## src/rtl/prog_timer.sv

```systemverilog
// Programmable tick timer: counts down count_en ticks and emits a one-cycle expiry pulse, in one-shot or periodic mode.
// Optional sticky expiry flag with clear input when PROG_TIMER_STICKY_EN is defined.
module prog_timer #(
  parameter int WIDTH = 7
) (
  input  logic             clk,
  input  logic             reset,
  input  logic [WIDTH-1:0] load_value,
  input  logic             load,
  input  logic             count_en,
  input  logic             mode,
  input  logic             pause,
  input  logic             abort,
`ifdef PROG_TIMER_STICKY_EN
  input  logic             clear,
  output logic             expired,
`endif
  output logic             out,
  output logic             busy,
  output logic [WIDTH-1:0] count
);

  typedef enum logic [1:0] {
    IDLE = 2'd0,
    RUN  = 2'd1,
    HOLD = 2'd2
  } state_t;

  state_t           state, state_nxt;
  logic [WIDTH-1:0] reload, reload_nxt;
  logic [WIDTH-1:0] count_nxt;
  logic             out_nxt;

  always_ff @(posedge clk or negedge reset) begin
    if (!reset) begin
      state  <= IDLE;
      count  <= '0;
      reload <= '0;
      out    <= 1'b0;
    end else begin
      state  <= state_nxt;
      count  <= count_nxt;
      reload <= reload_nxt;
      out    <= out_nxt;
    end
  end

  // Priority abort > load > pause > count_en; a tick coinciding with load is dropped.
  always_comb begin
    state_nxt  = state;
    count_nxt  = count;
    reload_nxt = reload;
    out_nxt    = 1'b0;
    if (abort) begin
      state_nxt = IDLE;
      count_nxt = '0;
    end else if (load) begin
      if (load_value != '0) begin
        reload_nxt = load_value;
        count_nxt  = load_value;
        state_nxt  = RUN;
      end else begin
        count_nxt = '0;
        state_nxt = IDLE;
      end
    end else begin
      case (state)
        RUN: begin
          if (pause) begin
            state_nxt = HOLD;
          end else if (count_en) begin
            if (count > WIDTH'(1)) begin
              count_nxt = count - WIDTH'(1);
            end else begin
              // Expiry: mode is sampled here, so it may change between periods.
              out_nxt = 1'b1;
              if (mode) begin
                count_nxt = reload;
              end else begin
                count_nxt = '0;
                state_nxt = IDLE;
              end
            end
          end
        end
        HOLD: begin
          if (!pause) state_nxt = RUN;
        end
        default: begin
          state_nxt = IDLE;
        end
      endcase
    end
  end

  assign busy = (state != IDLE);

`ifdef PROG_TIMER_STICKY_EN
  // Set wins over clear so a pulse in the clearing cycle is never lost.
  always_ff @(posedge clk or negedge reset) begin
    if (!reset) begin
      expired <= 1'b0;
    end else if (out_nxt) begin
      expired <= 1'b1;
    end else if (clear) begin
      expired <= 1'b0;
    end
  end
`endif

endmodule

```

## config.mk

```make
export PLATFORM = sky130hd
export DESIGN_NAME = prog_timer
export DESIGN_NICKNAME = d
export VERILOG_FILES = /design/src/rtl/prog_timer.sv
export SDC_FILE = /design/constraint.sdc
export NUM_CORES = 1
export LEC_CHECK = 0
export CORE_ASPECT_RATIO = 1.4
export CORE_MARGIN = 2
export CORE_UTILIZATION = 40
export CTS_CLUSTER_SIZE = 12
export DETAILED_ROUTE_END_ITERATION = 16
export HOLD_SLACK_MARGIN = 0.1
export PLACE_DENSITY = 0.65
export SYNTH_ARGS = -nofsm -noshare
export SYNTH_HDL_FRONTEND = slang
export SYNTH_SLANG_ARGS = --single-unit
```

## constraint.sdc

```tcl
create_clock -name clk -period 2.4 [get_ports clk]
set_input_delay 0.36 -clock clk [delete_from_list [all_inputs] [get_ports clk]]
set_output_delay 0.36 -clock clk [all_outputs]
set_load 0.05 [all_outputs]
```

==> reports/metrics.sh <==
FLOORPLAN.INITIALDENSITY_PCT=41.83
MAX_STAGE_DELAY_CELL_WORST_PATH='clkdlybuf4s50_1'
GRTUSAGEMET1_PCT=26.17
TOTALWIRELENGTH_MM=2.743
SYNTH_COMPOUND_GATE_AREA_SHARE_PCT=24.97
MAX_STAGE_DELAY_PS=790
WORSTMARGINPINSLEW_PS=777.1
CTS-BUFFERS-INSERTED=3
FINALCRITICALPERIOD_PS=2157
GRT_UTIL_MET2_PCT=32.00
POSTSYNTHAREAPERCELL_UM2=9.839
MAX_FREQ_MHz=463.6
SYNTH-EDFF-COUNT=0
HOLD_VIOL=0
ROWS=22
CLOCK_TREE_FROM_TRITONCTS='yes'
DRC=0
WL_PER_CELL_UM=15.86
GRT_USE_TOTAL_PCT=20.46
MAX_CAP_VIOL_COUNT=0
CORE_MM2=0.002587
GRT_START_MAX_NET_PINS=18
HOLDBUFCOUNTCTS=0
REG2REGPATHDEPTH=4
POST_SYNTH_FA_HA_MAJ_AREA_FRACTION_PCT=5.780
DIE_HEIGHT_UM=65.55
FINAL_MIN_PERIOD_OVER_CLOCK_PERIOD_PCT=89.87
TRITONROUTE_PASS_1_ITERS=4
CRIT_CHAIN='inv_1 > ha_1 > inv_1 > clkdlybuf4s50_1'
CELL_AT_THE_ROOT_OF_THE_CLOCK_TREE='clkbuf_4'
RSZ0062_AT_GRT='no'
GLOBALPLACE.CONGESTION=0.8212
CTS_BUFFER_DEPTH=2
DRC_MARKER_COUNT_FROM_THE_FIRST_DETAILED_ROUTE_ITERATION=47
CRITPATHREQUIREDTIME_PS=2040
LEAKAGE_nW=0.5822
DIE_AREA_MM2=0.003144
VDD_DROP_MAX_mV=0.2369
CRIT_PATH_MAX_FANOUT=3
SETUP.WORST_PATH.START_CLASS='flop'
SYNTHESIS.NETS=129
FIRST_GLOBAL_VIAS=983
COUNT_OF_BUFFERS_FROM_PORT_BUFFERING=22
CLOCK_INSERTION_DELAY_WORST_SKEW_PS=300
MET3_USAGE_PCT=3.022
RR_STARTPOINT='count[2]'
GRT_ANTENNA_BEFORE_REPAIR=0
NNETSFINAL=157
DETAILED_PLACE_HPWL_MM=2.145
POSTSYNTHREGISTERBITS=17
CLOCK-SINKS=17
WORSTPATHARRIVAL_PS=1800
ANT_NETS=0
GRT_BUSIEST_LAYER='met2'
POST_SYNTH_DESIGN_CELL_AREA_MM2=0.001082
POSTCTSSETUPBUFFERS=0
SYNTH_MUX_AREA_SHARE_PCT=1.850
YOSYS.AREA_SHARE.XOR_XNOR_PCT=0.8092
POST_ROUTE_CELLS_DRIVE_ABOVE_1_SHARE_PCT=13.14
DESIGN_POWER_TOTAL_mW=0.7447
SYNTHFLOPTYPE='dfrtp_1'
CLKSLEWWORSTSETUPHOLDPATHS_PS=110
AREA.GROWTH.SYNTH_TO_FINAL_PCT=29.13
IO_PINS=23
SYNTH.LIB_CELLS_USED.DISTINCT=40
GRT_OVERFLOW=0
ENDPOINT_KIND='output pin'
ASYNC_FLOP_SHARE_PCT=100.0
TIMING.SLEW.HEADROOM_PCT=48.03
HTREE_LEVELS=1
FIN_TNS_SETUP_PS=0
WORST-R2R-SETUP-SLACK_PS=420
TIMING.SETUP.CRITICAL_PATH_CLASS='flop to output pin'
OUTCOME='finished clean'
NUM-FILL-CELLS=256
DRV_SLEW=0
FINALSETUPVIOLCOUNT=0
HOLDCRITPATHCLASS='input pin to asynchronous set/reset pin'
RR_ENDPOINT='count[3]'
N_ANTENNA_CELL=0
ROUTED_VIA_DENSITY=5.757
ROUTED-VIA-COUNT=996
SYN-INSTANCE-COUNT=110
CTS-RESIZED-GATES=0
CRITICAL_PATH.MOST_COMMON_CELL='inv_1'
COMBINATIONAL_FAMILY_WITH_THE_MOST_AREA_AFTER_SYNTHESIS='compound AO/OA/AOI/OAI gates'
DIE_WIDTH_UM=47.96
GRT_PASS1_WL_MM=4.574
YOSYS.AREA_SHARE.SIMPLE_PCT=23.47
SYNTHESIS.YOSYS.WARNINGS=0
SYNTH.YOSYS.SEQ_AREA_SHARE_PCT=39.31
POWER_DENSITY_mW_PER_MM2=532.8
FINAL.SETUP_SKEW_PS=8.790
## layout make-up
cell class | count | area, µm² | share of cell area, %
Clock buffer | 3 | 22.52 | 1.611
Tap cell | 36 | 45.04 | 3.223
Multi-Input combinational cell | 82 | 615.6 | 44.05
Clock inverter | 1 | 5.005 | 0.3581
Timing Repair Buffer | 27 | 257.7 | 18.44
Inverter | 7 | 26.28 | 1.880
Sequential cell | 17 | 425.4 | 30.44
## per-layer routing
metal  vias to the layer above  routed length [µm]
li1                        475                   -
met2                        36                1332
met4                         0                 107
met1                       472                1185
met5                         -                   0
met3                        13                 119
## cell families (layout without fill, tap and decap cells)
logic type               after synthesis  in the layout
AND/OR/NAND/NOR                       41             41
adder cells (fa/ha/maj)                5              5
multiplexers                           2              2
flip-flops                            17             17
AO/OA/AOI/OAI                         33             33
XOR/XNOR                               1              1
buffers and inverters                 11             38
## critical path, delay by kind of cell, from the launching register on
| kind | cells | cell delay (ps) |
|---|---|---|
| adders and majority gates | 1 | 180 |
| buffers and inverters | 3 | 910 |
| DFF | 1 | 400 |
## cell usage after synthesis (all sizes together), types with 2 or more instances
cell     count  area share (%)
nor2b        2             1.2
dfrtp       17              39
a22o         6             4.9
ha           5             5.8
nor2         5             1.7
nand2       11             3.8
o31ai        2             1.4
a311o        2             1.8
nand3b       5             3.5
o21ai        2            0.92
a2111oi      2             1.6
mux2i        2             1.8
a31oi        3             1.7
a21oi        7             3.2
or4          3             2.5
nor4         3             1.7
clkbuf       4             1.4
inv          7             2.4
nand4        3             1.7
nor3         2             2.4
## sequential cells by signal, summed over array words and instances, names as in the netlist
signal	flops
state	2
out	1
reload	7
count	7
## where the power goes
group          total, mW  internal (mW)  switching [mW]
clock network      0.160         0.0622          0.0981
registers          0.344          0.313          0.0315
logic              0.240          0.104           0.136
total              0.745          0.479           0.265
## how the worst max path moves through the flow
| stage | from | to | slack (ps) | cells after the start |
|---|---|---|---|---|
| 5_1_grt | state[1] | busy | 150 | 4 |
| 3_3_place_gp | load_value[3] | state[0] | 310 | 5 |
| 6_report | state[1] | busy | 240 | 4 |
| 3_5_place_dp | load_value[3] | reload[2] | 270 | 5 |
| 2_1_floorplan | count[2] | count[4] | 360 | 4 |
| 4_1_cts | state[1] | busy | 230 | 4 |
## through the flow
stage                     cell area, µm²  hold slack, ps  utilization [%]  setup WS (ps)  instances
final                               1398           499.9            54.01          243.2        173
after global routing                1398           528.1            54.01          152.9        173
after CTS                           1398           505.0            54.01          233.9        173
after detailed placement            1370           482.0            52.95          272.5        169
after global placement              1370           472.7            52.95          310.6        169
after floorplan                     1082           64.41                -          362.1        110
## placed cells by master, fill, tap and decap left out, drive strengths merged, types with 5 or more instances in the layout
| master | count |
|---|---|
| clkdlybuf4s50 | 22 |
| dfrtp | 17 |
| nand2 | 11 |
| inv | 7 |
| a21oi | 7 |
| a22o | 6 |
| nor2 | 5 |
| nand3b | 5 |
| ha | 5 |
| buf | 5 |
Power figures use the tool's default switching activity.
